==> src/rtl/stack_pkg.sv <==
// Shared definitions for the LIFO stack: operation encodings and a
// constant-evaluable clog2 used to size count and address fields.
package stack_pkg;

    localparam logic [1:0] OP_NONE    = 2'b00;
    localparam logic [1:0] OP_PUSH    = 2'b01;
    localparam logic [1:0] OP_POP     = 2'b10;
    localparam logic [1:0] OP_REPLACE = 2'b11;

    function automatic int clog2(input int value);
        int r;
        int v;
        r = 0;
        v = value - 1;
        while (v > 0) begin
            r++;
            v = v >> 1;
        end
        return r;
    endfunction

endpackage

==> src/rtl/stack_regfile.sv <==
// Stack storage: one synchronous write port and one asynchronous read port.
// Contents are deliberately not reset.
module stack_regfile
    import stack_pkg::*;
#(
    parameter int DATA_W = 8,
    parameter int DEPTH  = 16,
    localparam int AW    = clog2(DEPTH)
) (
    input  logic              clk,
    input  logic              we,
    input  logic [AW-1:0]     waddr,
    input  logic [DATA_W-1:0] wdata,
    input  logic [AW-1:0]     raddr,
    output logic [DATA_W-1:0] rdata
);

    logic [DATA_W-1:0] r_mem [DEPTH];

    always_ff @(posedge clk) begin
        if (we) begin
            r_mem[waddr] <= wdata;
        end
    end

    assign rdata = r_mem[raddr];

endmodule

==> src/rtl/lifo_stack.sv <==
// LIFO stack controller: occupancy count, flags, sticky errors, replace-top
// and synchronous flush around a stack_regfile.
module lifo_stack
    import stack_pkg::*;
#(
    parameter int DATA_W   = 8,
    parameter int DEPTH    = 16,
    parameter int AF_LEVEL = 12,
    localparam int CW      = clog2(DEPTH + 1),
    localparam int AW      = clog2(DEPTH)
) (
    input  logic              clk,
    input  logic              reset,
    input  logic              clr,
    input  logic              push,
    input  logic              pop,
    input  logic [DATA_W-1:0] din,
    input  logic              err_clr,
    output logic [DATA_W-1:0] top,
    output logic [CW-1:0]     count,
    output logic              empty,
    output logic              full,
    output logic              almost_full,
    output logic              ovf,
    output logic              unf
);

    logic [CW-1:0]     r_count;
    logic              r_ovf;
    logic              r_unf;

    logic [1:0]        w_op;
    logic              w_empty;
    logic              w_full;
    logic [AW-1:0]     w_top_addr;
    logic [DATA_W-1:0] w_rdata;
    logic              w_we;
    logic [AW-1:0]     w_waddr;
    logic [CW-1:0]     w_cnt_nxt;
    logic              w_ovf_set;
    logic              w_unf_set;

    assign w_op    = {pop, push};
    assign w_empty = (r_count == '0);
    assign w_full  = (r_count == CW'(DEPTH));
    // Address 0 when empty keeps the read in range for non-power-of-two depths.
    assign w_top_addr = w_empty ? '0 : AW'(r_count - CW'(1));

    always_comb begin
        w_we      = 1'b0;
        w_waddr   = AW'(r_count);
        w_cnt_nxt = r_count;
        w_ovf_set = 1'b0;
        w_unf_set = 1'b0;
        if (!clr) begin
            case (w_op)
                OP_PUSH: begin
                    if (w_full) begin
                        w_ovf_set = 1'b1;
                    end else begin
                        w_we      = 1'b1;
                        w_cnt_nxt = r_count + CW'(1);
                    end
                end
                OP_POP: begin
                    if (w_empty) begin
                        w_unf_set = 1'b1;
                    end else begin
                        w_cnt_nxt = r_count - CW'(1);
                    end
                end
                OP_REPLACE: begin
                    // On an empty stack the push still lands in slot 0; only the pop is an error.
                    w_we    = 1'b1;
                    w_waddr = w_top_addr;
                    if (w_empty) begin
                        w_cnt_nxt = CW'(1);
                        w_unf_set = 1'b1;
                    end
                end
                default: begin
                end
            endcase
        end
    end

    always_ff @(posedge clk or posedge reset) begin
        if (reset) begin
            r_count <= '0;
            r_ovf   <= 1'b0;
            r_unf   <= 1'b0;
        end else if (clr) begin
            r_count <= '0;
            r_ovf   <= 1'b0;
            r_unf   <= 1'b0;
        end else begin
            r_count <= w_cnt_nxt;
            r_ovf   <= w_ovf_set | (r_ovf & ~err_clr);
            r_unf   <= w_unf_set | (r_unf & ~err_clr);
        end
    end

    stack_regfile #(
        .DATA_W (DATA_W),
        .DEPTH  (DEPTH)
    ) u_regfile (
        .clk   (clk),
        .we    (w_we),
        .waddr (w_waddr),
        .wdata (din),
        .raddr (w_top_addr),
        .rdata (w_rdata)
    );

    assign top         = w_empty ? '0 : w_rdata;
    assign count       = r_count;
    assign empty       = w_empty;
    assign full        = w_full;
    assign almost_full = (r_count >= CW'(AF_LEVEL));
    assign ovf         = r_ovf;
    assign unf         = r_unf;

endmodule

==> config.mk <==
export PLATFORM = sky130hd
export DESIGN_NAME = lifo_stack
export DESIGN_NICKNAME = d
export VERILOG_FILES = /design/src/rtl/stack_pkg.sv /design/src/rtl/stack_regfile.sv /design/src/rtl/lifo_stack.sv
export SDC_FILE = /design/constraint.sdc
export NUM_CORES = 1
export LEC_CHECK = 0
export ABC_AREA = 1
export ABC_CLOCK_PERIOD_IN_PS = 3350
export CORE_AREA = 2 2 149 151
export DETAILED_ROUTE_END_ITERATION = 10
export DIE_AREA = 0 0 151 153
export GPL_TIMING_DRIVEN = 0
export HOLD_SLACK_MARGIN = 0.12
export PLACE_DENSITY = 0.44
export SYNTH_ARGS = -nofsm -noshare
export SYNTH_HDL_FRONTEND = slang
export SYNTH_HIERARCHICAL = 1
export SYNTH_SLANG_ARGS = --single-unit
==> constraint.sdc <==
create_clock -name clk -period 3.35 [get_ports clk]
set_clock_uncertainty 0.05 [all_clocks]
set_input_delay 0.5025 -clock clk [delete_from_list [all_inputs] [get_ports clk]]
set_output_delay 0.5025 -clock clk [all_outputs]
set_load 0.005 [all_outputs]
After elaboration in Yosys (flattened, before gate mapping). Memories as Yosys holds them, arrays and structs flattened. Cells that the tools add are included.

Bits in registers: 7. RAM bits: 128. Bits of input ports: 14. Output and inout bits: 18. Word-level logic and storage cells: 45. Memories: 1.

Memory list: u_regfile.r_mem (depth 16, bits a word 8, read ports 1, clocked after memory_dff 0, wr ports 1, line stack_regfile.sv:18) `logic [DATA_W-1:0] r_mem [DEPTH];`.

Add/sub/neg operators: 2. $lt $le $gt $ge: 1. Eq/ne operators: 7. Mux-type cells: 22. Bitwise operators: 5. Reduce and logical (&&, ||, !) cells: 4.

Operator list (count): $mux W5 (4); $pmux W5 S3 (1); $mux W1 (12); $mux W4 (3); $ne A3 B3 Y1 const B (3); $mux W8 (1); $add A5 B1 Y5 const B (1); $eq A5 B5 Y1 const B (1); $ge A5 B4 Y1 const B (1); $logic_not A5 Y1 (1); $sub A5 B1 Y5 const B (1); $eq A2 B2 Y1 const B (2); $reduce_and A4 Y1 (1); $reduce_bool A4 Y1 (1); $and A1 B1 Y1 (2); $eq A2 B1 Y1 const B (1); $or A1 B1 Y1 (2); $pmux W1 S2 (1); $reduce_or A2 Y1 (1); $not A1 Y1 (1).

Longest topological paths before layout.
Depth after elaboration: 6. Gate-level depth with buffers: 16. Gate-level depth less buffers: 14.

Cells and area by module. Netlist, hierarchy kept.

By module, submodules not included: stack_regfile (instances 1, cells an instance 543, area each 5606.6 µm², seq. area each 3843.7 µm²); lifo_stack (instances 1, cells an instance 120, area each 739.5 µm², seq. area each 175.2 µm²).

Worst setup path after synthesis. OpenSTA, ideal clock, no wires.

Path type: register -> output. Start: register r_count[0], in the netlist count[0]. End: output top[5]. Arrival time: 1899 ps. Required time: 2797 ps. Slack: 898 ps. Cell stages (with the launch flop): 16. Buffers on the path: 3. Cells stage by stage: dfrtp_1 -> inv_1 -> ha_1 -> nand3_2 -> buf_2 -> nand2_1 -> inv_1 -> buf_2 -> inv_2 -> buf_2 -> nand3_1 -> nand3_1 -> nand3_1 -> nand2_1 -> nand2_1 -> inv_1.

Cells in the longest elaborated chain, start to end: 4. Elaborated cells on any way between the ends: 5. Classes of those cells: add/sub: 1; mux: 2; reduce/logical: 1; memory: 1.

RTL lines: from (decl) (line lifo_stack.sv:28) `logic [CW-1:0] r_count;`; from (signal assigned) (line lifo_stack.sv:97) `r_count <= w_cnt_nxt;`; $sub A5 B1 Y5 / $logic_not A5 Y1 (equally long branches); $mux W4 * (line lifo_stack.sv:47) `assign w_top_addr = w_empty ? '0 : AW'(r_count - CW'(1));`; via w_top_addr[1] (line lifo_stack.sv:35) `logic [AW-1:0] w_top_addr;`; $mem_v2 Z16 W8 *; via w_rdata[5] (line lifo_stack.sv:36) `logic [DATA_W-1:0] w_rdata;`; $mux W8 * (line lifo_stack.sv:115) `assign top = w_empty ? '0 : w_rdata;`; to (decl) (line lifo_stack.sv:19) `output logic [DATA_W-1:0] top,`.

The timed path passes the listed nets; every way through them passes the cells marked *.

Worst setup path after layout. Ends and elaborated chain as after synthesis.

==> qor.txt <==
result of the run -> completed
most common cell after layout, fill and taps aside -> nand2_1
portion of total power attributed to sequential cells -> 0.222
hold-fix buffers at CTS -> 0
highest-count cells in the layout ignoring fill and taps -> 209 x nand2_1, 128 x edfxtp_1, 115 x inv_1
setup repair after global routing missed its margin -> false
Via-to-Cell Ratio -> 4.63
number of nets still failing antenna checks after routing -> 0
logic gate share of total power -> 0.582
clock buffer count from CTS -> 17
fraction of the cycle the final worst path needs -> 0.965
full die area -> 23100 sq um
number of buffer cells added on primary ports -> 31
classification of the worst-slack hold path -> in -> async
critical path launch point type -> flip-flop
sequential-to-total area share from yosys stat -> 0.633
count of routing violations after the opening detailed-route iteration -> 343
total gr overflow -> 0
largest net degree at the start of global routing -> 17
share of cell area taken by muxes after synthesis -> 0
number of different library cells in the post-synthesis netlist -> 25
total power density per cell area -> 1120 nW/um^2
largest family of logic cells by synthesized area -> simple AND/OR/NAND/NOR gates
Routed wire per std cell -> 17.6 microns
maximum fanout along the worst path -> 5
Data arrival, critical path -> 2.68 ns
RePlAce Congestion -> 0.850
# setup viols final -> 0
die width -> 151 microns
Clock Root Buffer -> clkbuf_16
switching share of power -> 0.420
post-route minimum period -> 3.23 ns
initial core utilization -> 0.295
Avg Inst Size Synth -> 9.57 sq um
total design power -> 8980 uW
worst relative slew slack -> 0.239
total number of vias -> 4771
YS warnings -> 6
total negative slack -> 0 ns
peak clock frequency supported by timing -> 309 MHz
Top Usage Layer GRT -> met2
clock-pin slew reported for the worst setup and hold paths after clock tree synthesis -> 0.06 ns
maximum clock path buffer count -> 2
GR Util met2 -> 0.251
post-synthesis compound-gate area fraction -> 0.0128
final hold viol count -> 0
Antenna diodes -> 0
peak per-stage delay on the critical path -> 0.44 ns
sort of element at the end of the critical path -> primary output
clock sinks -> 135
switching pwr -> 3770 uW
clock tree from TritonCTS -> built
placeable core region -> 21500 sq um
level count of the clock H-tree -> 4
Residual DRC -> 0
part of the total power dissipated in the clock network -> 0.197
Syn-to-layout area delta -> 26.7%
overall track demand over capacity in global routing -> 0.165
synthesized area -> 6350 sq um
antenna violations before repair -> 0
number of global-route vias before repair -> 4537
share of synthesized cell area in full adder, half adder and majority cells -> 0.00591
fraction of met3 tracks used by global routing -> 0.0373
pins over their slew limit -> 0
global-route wire length before repair -> 27100 microns
placed insts -> 974
parity-gate share of the synthesized area counting xor and xnor cells -> 0.00276
slew at the pin with the worst max-slew slack -> 1.14 ns
critical path cell sequence -> inv_4 > ha_4 > nand3_4 > buf_6 > nand2_2 > clkinvlp_4 > clkinv_4 > buf_6 > buf_6 > buf_16 > nand3_1 > nand3_2 > nand3_1 > nand2_1 > nand2_1 > inv_1 > dlygate4sd2_1
post-route standard cell area excluding fillers -> 8040 sq um
clock latency of the later-clocked register in the worst-skew pair -> 0.42 ns
crit path kind -> reg -> out
num ports -> 32
Most common cell on crit path -> buf_6
Post-layout nets -> 756
internal power -> 5210 uW
global-route met1 utilization -> 0.227
total wire length -> 18100 microns
Leak -> 0.00352 uW
final standard cell count with taps included and fillers excluded -> 1031
Synth Area in Simple Gates -> 0.240
data required time of the critical path -> 2.80 ns
number of iterations in the first detailed-routing pass -> 5
Vert. Die Dim -> 153 microns
cell row count -> 54
cell count after synthesis -> 663
register bit count reported by yosys -> 135
standard cell area after detailed placement -> 7010 sq um
critical path's slowest cell -> dfrtp_2
hold_ws -> 0.267 ns
Net Count, Synth -> 680
max-cap check violation count -> 0
layout cells sized above 1 -> 0.168
Detailed Place HPWL -> 11900 microns
Max IR drop VDD -> 0.452 mV
## power by group through the flow
| stage | clock [uW] | sequential (uW) | combinational, uW |
|---|---|---|---|
| after floorplan | 0 | 2020 | 2510 |
| after global placement | 0 | 2040 | 4120 |
| after detailed placement | 0 | 2040 | 4130 |
| after CTS | 1800 | 1990 | 5010 |
| after global routing | 1880 | 2000 | 5620 |
| final | 1770 | 1990 | 5220 |
## metrics by stage
| step | util | setup slack, ns |
|---|---|---|
| 6_report | 0.374 | 0.117 |
| 5_1_grt | 0.374 | 0.00106 |
| 4_1_cts | 0.371 | -0.112 |
| 3_5_place_dp | 0.326 | -0.323 |
| 3_3_place_gp | 0.326 | -0.287 |
| 2_1_floorplan | - | 0.898 |
## cells by family (layout without fill, tap and decap cells)
logic type,after synthesis,in the layout
simple gates,355,355
buf+inv,154,242
flops,135,135
compound gates,14,14
fa+ha+maj,3,3
xor+xnor,2,2
## path summary, 6_finish.rpt
check,from,to,slack [ns],cells past startpoint
setup / recovery,count[0],top[5],0.12,17
hold / removal,reset,count[4],0.27,2
setup reg to reg,count[1],u_regfile/r_mem[9][4],0.42,10
hold reg to reg,unf,unf,0.50,2
max in group asynchronous,reset,count[0],2.76,2
min in group clk,unf,unf,0.50,2
## per-layer routing
metal / vias up / part of all wire
met2: 172 / 0.46
met3: 18 / 0.061
met1: 2304 / 0.46
li1: 2277 / -
met5: - / 0
met4: 0 / 0.023
## repair_timing
item,in CTS,in global routing
gates cloned,2,0
setup buffers,20,5
resized for setup,60,13
pin swaps,5,2
endpoints found under the setup margin,8,8
## sequential cells by signal, indices dropped and copies added, names as in the netlist
| signal | count |
|---|---|
| count | 5 |
| ovf | 1 |
| u_regfile/r_mem | 128 |
| unf | 1 |
## worst max-delay path: cells and delay by family (launching register included)
family	cells	cell delay, ns
fa+ha+maj	1	0.16
buf+inv	9	1.10
flops	1	0.44
simple gates	7	0.55
## cell type report
cell class,count,area [sq um]
sequential,135,4020
timing repair buffer,58,593
tap,280,350
clock inverter,14,134
buffer,26,273
fill,2172,13400
inverter,127,494
multi-input combinational,374,1750
clock buffer,17,425
## synth_stat cells, drive strengths merged
cell type	n	area, sq um
nand3	110	556
inv	127	477
buf	27	194
a21oi	1	5.00
dfrtp	7	175
nand2	217	827
o21ai	13	76.3
nor2	23	104
xnor2	1	8.76
ha	3	37.5
xor2	1	8.76
nand4	3	18.8
nand3b	2	15.0
edfxtp	128	3840
No activity file was read; power rests on OpenSTA's default activity.
